==> src/rtl/apb_rw_regs.sv <==
// APB4 slave register file: byte-strobed writes, per-register read-only mask,
// fixed wait states and a fabric-side hardware load port.

package apb_rw_regs_pkg;
    typedef struct packed {
        logic        psel;
        logic        penable;
        logic        pwrite;
        logic [31:0] paddr;
        logic [31:0] pwdata;
        logic [3:0]  pstrb;
        logic [2:0]  pprot;
    } apb_req_t;

    typedef struct packed {
        logic        pready;
        logic [31:0] prdata;
        logic        pslverr;
    } apb_resp_t;
endpackage

module apb_rw_regs #(
    parameter int unsigned NoApbRegs    = 1,
    parameter int unsigned ApbAddrWidth = 32,
    parameter int unsigned ApbDataWidth = 32,
    parameter int unsigned RegDataWidth = 32,
    parameter logic [NoApbRegs-1:0] ReadOnlyMask = '0,
    parameter logic [NoApbRegs*RegDataWidth-1:0] RegRstVal = '0,
    parameter int unsigned WaitCycles   = 0,
    parameter type req_t  = apb_rw_regs_pkg::apb_req_t,
    parameter type resp_t = apb_rw_regs_pkg::apb_resp_t
) (
    input  logic                                       pclk_i,
    input  logic                                       preset_i,
    input  req_t                                       req_i,
    output resp_t                                      resp_o,
    input  logic [ApbAddrWidth-1:0]                    base_addr_i,
    input  logic [NoApbRegs-1:0]                       reg_load_i,
    input  logic [NoApbRegs-1:0][RegDataWidth-1:0]     reg_d_i,
    output logic [NoApbRegs-1:0][RegDataWidth-1:0]     reg_q_o,
    output logic [NoApbRegs-1:0]                       reg_wr_o
);

    localparam int unsigned NumBytes = ApbDataWidth / 8;
    localparam int unsigned IdxW     = (NoApbRegs > 1) ? $clog2(NoApbRegs) : 1;
    localparam logic [ApbAddrWidth-1:0] Span = ApbAddrWidth'(4 * NoApbRegs);
    localparam logic [31:0] BadData = 32'h0BAD_B10C;

    if (NoApbRegs < 1) begin : g_err_regs
        $error("NoApbRegs must be >= 1");
    end
    if (RegDataWidth > ApbDataWidth || ApbDataWidth > 32) begin : g_err_width
        $error("require RegDataWidth <= ApbDataWidth <= 32");
    end
    if ($bits(req_i.paddr) != ApbAddrWidth) begin : g_err_paddr
        $error("paddr width must equal ApbAddrWidth");
    end
    if ($bits(req_i.pstrb) != ApbDataWidth / 8) begin : g_err_pstrb
        $error("pstrb width must equal ApbDataWidth/8");
    end
    if (WaitCycles > 15) begin : g_err_wait
        $error("WaitCycles must be <= 15");
    end

    logic [NoApbRegs-1:0][RegDataWidth-1:0] reg_q;
    logic [NoApbRegs-1:0]                   reg_wr_q;
    logic [3:0]                             cnt_q;
    logic [ApbAddrWidth-1:0]                offset;
    logic [IdxW-1:0]                        idx;
    logic                                   addr_ok;
    logic                                   read_only;
    logic                                   pready;
    logic [ApbDataWidth-1:0]                wmask;
    logic [NoApbRegs-1:0]                   wr_sel;
    logic                                   unused_bits;

    assign unused_bits = ^req_i.pprot;

    // Address decode and wait-state gated completion.
    always_comb begin
        offset    = req_i.paddr - base_addr_i;
        idx       = offset[IdxW+1:2];
        addr_ok   = (req_i.paddr >= base_addr_i) && (offset < Span);
        read_only = addr_ok && ReadOnlyMask[idx];
        pready    = !preset_i && req_i.psel && req_i.penable && (cnt_q == 4'(WaitCycles));
    end

    // Byte-strobe expansion and one-hot select of the register being committed.
    always_comb begin
        wmask  = '0;
        wr_sel = '0;
        for (int unsigned b = 0; b < NumBytes; b++) begin
            wmask[8*b +: 8] = {8{req_i.pstrb[b]}};
        end
        if (pready && req_i.pwrite && addr_ok && !read_only) begin
            wr_sel[idx] = 1'b1;
        end
    end

    // Response: only driven during the pready cycle, zero otherwise.
    always_comb begin
        resp_o = '0;
        resp_o.pready = pready;
        if (pready) begin
            if (req_i.pwrite) begin
                resp_o.pslverr = !addr_ok || read_only;
            end else if (addr_ok) begin
                resp_o.prdata[RegDataWidth-1:0] = reg_q[idx];
            end else begin
                resp_o.prdata  = BadData[ApbDataWidth-1:0];
                resp_o.pslverr = 1'b1;
            end
        end
    end

    // Wait-state counter: counts access-phase cycles, clears on completion or idle.
    always_ff @(posedge pclk_i) begin
        if (preset_i) begin
            cnt_q <= '0;
        end else if (!req_i.psel || pready) begin
            cnt_q <= '0;
        end else if (req_i.penable) begin
            cnt_q <= cnt_q + 4'd1;
        end
    end

    // Register storage: hardware load takes priority over an APB write commit.
    always_ff @(posedge pclk_i) begin
        if (preset_i) begin
            reg_q    <= RegRstVal;
            reg_wr_q <= '0;
        end else begin
            reg_wr_q <= wr_sel;
            for (int unsigned i = 0; i < NoApbRegs; i++) begin
                if (reg_load_i[i]) begin
                    reg_q[i] <= reg_d_i[i];
                end else if (wr_sel[i]) begin
                    reg_q[i] <= (reg_q[i] & ~wmask[RegDataWidth-1:0])
                              | (req_i.pwdata[RegDataWidth-1:0] & wmask[RegDataWidth-1:0]);
                end
            end
        end
    end

    assign reg_q_o  = reg_q;
    assign reg_wr_o = reg_wr_q;

endmodule

==> config.mk <==
export PLATFORM = sky130hd
export DESIGN_NAME = apb_rw_regs
export DESIGN_NICKNAME = d
export VERILOG_FILES = /design/src/rtl/apb_rw_regs.sv
export SDC_FILE = /design/constraint.sdc
export NUM_CORES = 1
export LEC_CHECK = 0
export CORE_UTILIZATION = 47
export DETAILED_ROUTE_END_ITERATION = 10
export PLACE_DENSITY = 0.89
export SLEW_MARGIN = 10
export SYNTH_ARGS = -nofsm -noshare
export SYNTH_HDL_FRONTEND = slang
export SYNTH_SLANG_ARGS = --single-unit
==> constraint.sdc <==
create_clock -name pclk_i -period 11.9 [get_ports pclk_i]
set_input_delay 2.975 -clock pclk_i [delete_from_list [all_inputs] [get_ports pclk_i]]
set_output_delay 2.975 -clock pclk_i [all_outputs]
set_load 0.005 [all_outputs]
Yosys cells after proc, flatten, opt, wreduce, memory -nomap -nowiden

Cells that the tools add are included.

Magnitude comparators: 4
Bitwise gates (word level): 4
Div/mod/pow operators: 0
Add/sub/neg operators: 2
Reduce and logical (&&, ||, !) cells: 18
Multipliers: 0
Multiplexer cells: 11
Shifts and indexed selects: 0
Equality and inequality tests: 0

Operators by type and width:

| operator            | count |
|---|---|
| $mux 32             | 5 |
| $and 32x32->32      | 2 |
| $mux 33             | 1 |
| $ge 32x32->1        | 1 |
| $lt 32x3->1 const B | 1 |
| $not 32->32         | 1 |
| $or 32x32->32       | 1 |
| $sub 32x32->32      | 1 |
| $logic_and 1x1->1   | 9 |
| $mux 1              | 5 |
| $add 4x1->4 const B | 1 |
| $logic_not 1->1     | 4 |
| $logic_not 4->1     | 1 |
| $logic_or 1x1->1    | 2 |
| $reduce_bool 2->1   | 1 |
| $reduce_or 2->1     | 1 |
| $ge 1x1->1 const B  | 1 |
| $lt 1x1->1 const B  | 1 |

Bits in registers: 37
Input port bits: 141
Output and inout bits: 67
Bits in writable memories: 0
Bits in latches: 0
Memories: 0
Bits in read-only memories: 0

Logic depth before layout (Yosys ltp)

Gate-level depths: netlist of run 1.

Depth in word-level cells: 10
Depth in mapped cells: 15
Gate-level depth less buffers: 12

Worst setup path before layout of run 1

OpenSTA, ideal clock, no wires.

Kind: input-to-output
Start point: input base_addr_i[1]
End point: output resp_o[11] (netlist bit)
Required time: 8.925 ns
Stages: 13
Path buffers: 1
Arrival time: 6.003 ns
Setup slack: 2.922 ns
Path through: inv_1 > ha_1 > nor2b_1 > o31a_1 > o31ai_4 > nand2_2 > mux2_4 > or4b_1 > nor4_1 > nand4_1 > nor4b_4 > buf_4 > and2_1

RTL lines:

| what            | RTL line | text |
|---|---|---|
| start, declared | 37       | `input logic [ApbAddrWidth-1:0] base_addr_i,` |
| end, declared   | 36       | `output resp_t resp_o,` |

==> results_dict.tcl, run 1 <==
set metrics [dict create \
    outcome "completed" \
    synth_edf_count 0 \
    num_rows 36 \
    synth_compound_area_frac 0.350 \
    synth-simple-area-share 0.258 \
    hpwl_um 14200 \
    core-area_um2 9680 \
    layout-drive-gt1-share 0.0575 \
    r2r_cells 9 \
    fin_ws_ns 1.24 \
    grt_usage 0.327 \
    cts_tree "done" \
    portBuffers 204 \
    grt_pass1_vias 5481 \
    post-place-ws_ns 1.23 \
    p_per_area_nw_per_um2 69.3 \
    fmax_mhz 93.8 \
    via_per_inst 6.03 \
    skew_ns 0.00397 \
    first_pass_iters 4 \
    power_mw 0.474 \
    setup_viol_count_final 0 \
    synth-async-reset-ratio 0 \
    holdCritStartpoint "cnt_q[3]" \
    clkSinkCount 37 \
    worstPathArrival_ns 7.68 \
    place_area_um2 6760 \
    crit_type "in -> out" \
    synth_seq_area_share 0.159 \
    crit_path_cell_trace "clkdlybuf4s50_1 > inv_1 > ha_1 > and2_1 > or2_4 > o31ai_4 > nand2_2 > mux2_4 > or4b_1 > nor4_1 > nand4_1 > nor4b_4 > and2_1 > clkdlybuf4s50_1" \
    leakagePower_nw 2.65 \
    cap_violations 0 \
    cts_buffers 5 \
    clk_pin_slew_ns 0.07 \
    min_period_over_period 0.896 \
    cts_resized 0 \
    avgSynthCellArea_um2 7.32 \
    hold_path_class "reg -> reg" \
    layout.nets 992 \
    fin_crit_ns 10.66 \
    maxSlewHeadroom 0.434 \
    wirelength_um 17400 \
    gr-total-overflow 0 \
    synth-main-ff-cell "dfxtp_1" \
    clk_latency_ns 0.29 \
    path_delay_family "simple AND/OR/NAND/NOR gates" \
    worstPathRequired_ns 8.93 \
    initial_core_util 0.482 \
    drtAntennaViolNets 0 \
    hold_path_depth 2 \
    fin_setup_tns_ns 0 \
    antenna_found_initial 0 \
    clockRootBuffer "clkbuf_8" \
    synth_cell_types 68 \
    hold_buffers 0 \
    r2r-start "cnt_q[1]" \
    num_antenna_cells 0 \
    cp_max_fo 18 \
    cts_max_level 2 \
    yosys.area_share.adder 0.0911 \
    hold_viol 0 \
    grt_pass1_wl_um 26500 \
    drt-initial-drc-count 216 \
    yosysWarningCount 0 \
    syn2layout_area_growth_pct 46.6 \
    crit_buf_inv 3 \
    synth-xor-area-share 0.0206 \
    drc 0 \
    syn-instance-count 638 \
    ys_seq_elements 37 \
    cts_buffer_depth 2 \
    r2r_slack_ns 9.61 \
    cts_setup_buffers 0 \
    vias 5739 \
    rsz0062_at_grt "no" \
    drv_slew 0 \
    gp_congestion 0.952 \
    syn-cell-area_um2 4670 \
    synthMuxAreaShare 0.0525 \
    cp-end-kind "output port" \
    tightest_slew_ns 0.846 \
    design_area_um2 6850 \
    min_to "cnt_q[3]" \
    wl_per_cell_um 18.3 \
    syn_nets 813 \
    critPathMaxStageDelay_ns 0.80 \
    grt_max_degree 57 \
    dieArea_um2 10300 \
    slowest_stage "nor4b_4" \
    fin_hold_ws_ns 0.572 \
    startpoint_type "input pin" \
    num_io_pins 208 \
    synth_top_family_by_area "compound AO/OA/AOI/OAI gates" \
    vdd_drop_max_uv 51.2 \
    die_x_um 102 \
    die_y_um 102 \
]
==> worst max path at each step <==
stage	start	end	cells past startpoint
after detailed placement	base_addr_i[6]	resp_o[15]	14
after global placement	base_addr_i[4]	resp_o[11]	14
after floorplan	base_addr_i[1]	resp_o[11]	13
final	base_addr_i[4]	resp_o[15]	14
after global routing	base_addr_i[6]	resp_o[15]	14
after CTS	base_addr_i[1]	resp_o[15]	14
==> per-layer routing <==
layer / GRT usage / vias up / routed length [um] / share of wire
met1: 0.362 / 2700 / 6720 / 0.39
met2: 0.614 / 237 / 8900 / 0.51
met4: 0.147 / 0 / 653 / 0.038
met5: 0 / - / 0 / 0
li1: - / 2756 / - / -
met3: 0.0455 / 46 / 1110 / 0.064
==> logic make-up after synthesis <==
kind of cell | Yosys count
multiplexers | 22
XOR/XNOR | 11
buffers and inverters | 80
flip-flops | 37
adder cells (fa/ha/maj) | 34
AO/OA/AOI/OAI | 230
AND/OR/NAND/NOR | 224
==> metrics by stage <==
step                       util  instances
after floorplan               -        638
after global placement    0.698        943
after detailed placement  0.698        943
after CTS                 0.707        951
after global routing      0.707        951
final                     0.707        951
==> cells in the mapped netlist (13+ instances only) <==
cell	instances	area share
a211oi_1	22	0.035
a21oi_1	42	0.045
a22oi_1	33	0.053
a311oi_1	18	0.034
and2_1	26	0.035
clkbuf_1	23	0.018
dfxtp_1	37	0.16
ha_1	34	0.091
inv_1	43	0.035
mux2_2	16	0.039
nand2_1	39	0.031
nand4_1	13	0.017
nor2_1	54	0.043
nor2b_1	26	0.035
nor3_1	19	0.020
o21a_1	19	0.031
o21ai_0	30	0.032
==> worst register-to-register path: stages, from the launching register on <==
cell and delay, ns:
dfxtp_1 0.35, inv_1 0.08, ha_1 0.12, nor4bb_1 0.25
nand2_1 0.15, inv_1 0.10, o211a_1 0.31, and2_1 0.38
a31o_2 0.31, a211oi_1 0.11
==> where the power goes <==
part / switching, mW / internal, mW / total, mW
sequential: 0.00572 / 0.131 / 0.137
clock: 0.0448 / 0.0406 / 0.0854
combinational: 0.132 / 0.121 / 0.252
==> layout by cell type, fill, tap and decap left out, types with 6 or more instances in the layout <==
cell type	n
and2_1	26
dfxtp_1	37
inv_1	43
o21ai_0	30
ha_1	34
a31oi_1	6
o21ai_1	6
nor3_1	19
a21oi_1	42
o21a_1	19
o211ai_1	7
nor2b_1	26
nor4_1	7
nor2_1	54
xor2_1	6
a22oi_1	33
a21o_1	7
nand3_1	9
nand2_1	39
a311oi_1	18
clkdlybuf4s50_1	203
a211oi_1	22
mux2_2	16
nand4_1	13
==> cell type report <==
| class | instances | area (um^2) |
|---|---|---|
| multi-input cells | 521 | 3620 |
| fillers | 815 | 2840 |
| repair buffers | 209 | 2070 |
| flip-flops and latches | 37 | 741 |
| well taps | 133 | 166 |
| inverters | 43 | 161 |
| clock buffers | 6 | 72.6 |
| clock inverters | 2 | 10.0 |
No activity file was read; power rests on OpenSTA's default activity.
==> run 2: changes to the inputs <==
- SLEW_MARGIN: 10 -> default
- TNS_END_PERCENT: default -> 20
- clock period: 11.9 -> 12.9 ns (I/O delays scaled with it)
==> run 2 against run 1 <==
- register-to-register slack better by 0.86 ns
- total power down 6.0%
- highest routed layer unchanged
- non-clock buffer count down 1
- clock skew up 0.0028 ns
- routed wire length down 2.4%
- sequential power down 8%
- largest power group unchanged
- cell count down 0.11%
- largest cell class unchanged
- first-iteration DRC count up 6.5%
- via count down 0.10%
- critical path depth unchanged
- worst hold slack better by 0.013 ns
- sequential share of layout area about the same
==> results_dict.tcl, run 2 (synthesis gave the netlist of run 1 again) <==
set metrics [dict create \
    fin_setup_tns_ns 0 \
    path_delay_family "simple AND/OR/NAND/NOR gates" \
    hpwl_um 13700 \
    worstPathArrival_ns 7.96 \
    hold_path_class "reg -> reg" \
    clockRootBuffer "clkbuf_8" \
    leakagePower_nw 2.66 \
    fin_util 0.708 \
    vdd_drop_max_uv 48.8 \
    syn2layout_area_growth_pct 46.8 \
    r2r_cells 9 \
    portBuffers 204 \
    wl_per_cell_um 17.9 \
    num_antenna_cells 0 \
    cp_max_fo 18 \
    p_per_area_nw_per_um2 65.0 \
    stdcell_count 950 \
    drt-initial-drc-count 230 \
    first_pass_iters 7 \
    wl_met3_um 1030 \
    fin_hold_ws_ns 0.585 \
    cp-startpoint "base_addr_i[1]" \
    gr-total-overflow 0 \
    crit_buf_inv 3 \
    skew_ns 0.00678 \
    cts_resized 0 \
    worstPathRequired_ns 9.68 \
    via_per_inst 6.03 \
    clk_latency_ns 0.28 \
    power_mw 0.446 \
    core-area_um2 9680 \
    min_period_over_period 0.867 \
    layout.nets 991 \
    clkSinkCount 37 \
    num_rows 36 \
    crit_path_frequent_cell "clkdlybuf4s50_1" \
    grt_pass1_wl_um 25600 \
    hold_viol 0 \
    grt_max_degree 57 \
    highest_layer "met4" \
    cts_buffers 5 \
    cts_max_level 2 \
    maxSlewHeadroom 0.326 \
    cts_setup_buffers 0 \
    drv_slew 0 \
    slowest_stage "nor4b_4" \
    die_x_um 102 \
    gp_congestion 0.966 \
    wirelength_um 17000 \
    cts_buffer_depth 2 \
    final_cell_mix "203 x clkdlybuf4s50_1, 54 x nor2_1, 43 x inv_1, 42 x a21oi_1, 39 x nand2_1" \
    setup_viol_count_final 0 \
    num_io_pins 208 \
    r2r-start "cnt_q[0]" \
    cts_tree "done" \
    layout-drive-gt1-share 0.0575 \
    cp-end-kind "output port" \
    fmax_mhz 89.4 \
    placed_cells 942 \
    dr_wl_met2_um 8790 \
    die_y_um 102 \
    drtAntennaViolNets 0 \
    tightest_slew_ns 1.01 \
    crit_type "in -> out" \
    vias 5733 \
    fin_crit_ns 11.19 \
    initial_core_util 0.482 \
    crit_path_cell_trace "clkdlybuf4s50_1 > inv_1 > ha_1 > nor2b_1 > o31a_1 > o31ai_4 > nand2_2 > mux2_4 > or4b_1 > nor4_1 > nand4_1 > nor4b_4 > and2_1 > clkdlybuf4s50_1" \
    dieArea_um2 10300 \
    cp_num_cells 14 \
    antenna_found_initial 0 \
    r2r_slack_ns 10.47 \
    grt_pass1_vias 5373 \
    wl_met1_um 6760 \
    cap_violations 0 \
    startpoint_type "input pin" \
    clk_pin_slew_ns 0.07 \
    endpoint "resp_o[15]" \
    rsz0062_at_grt "no" \
    critPathMaxStageDelay_ns 0.81 \
    drc 0 \
    layout_commonest_cell "clkdlybuf4s50_1" \
    outcome "completed" \
    grt_usage 0.312 \
    hold_buffers 0 \
]
-- run 2: final cells by class --
cell class	instances	area (um^2)
Multi-Input combinational cell	521	3620
Inverter	43	161
Fill cell	759	2830
Clock buffer	7	96.3
Tap cell	133	166
Timing Repair Buffer	208	2070
Clock inverter	1	5.00
Sequential cell	37	741
-- run 2: power breakdown --
group,internal [mW],switching (mW)
registers,0.121,0.00541
clock network,0.0483,0.0404
logic,0.111,0.120
-- run 2: worst reg2reg max path, cell delays in order, from the launching register on --
cell      delay (ns)
dfxtp_1         0.35
inv_1           0.07
ha_1            0.15
nor4bb_1        0.31
nand2_1         0.18
inv_1           0.11
o211a_1         0.31
and2_1          0.36
a31o_2          0.33
a211oi_1        0.13
-- run 2: how the worst min path moves through the flow --
stage	slack (ns)	to	startpoint	cells past startpoint
floorplan	0.48	cnt_q[3]	cnt_q[3]	2
global placement	0.49	cnt_q[3]	cnt_q[3]	2
detailed placement	0.55	cnt_q[2]	cnt_q[2]	2
CTS	0.57	cnt_q[1]	cnt_q[1]	2
global route	0.60	cnt_q[1]	cnt_q[1]	2
finish	0.59	cnt_q[1]	cnt_q[1]	2
-- run 2: stage by stage --
step / area [um^2] / setup slack [ns]
6_report: 6860 / 1.71
5_1_grt: 6860 / 1.52
4_1_cts: 6860 / 1.73
3_5_place_dp: 6760 / 1.72
3_3_place_gp: 6760 / 1.79
2_1_floorplan: 4670 / 3.42
-- run 2: metal layers --
metal,GRT usage,vias to the layer above
met4,0.0959,0
met5,0,-
met3,0.0338,30
li1,-,2748
met1,0.356,2720
met2,0.602,235
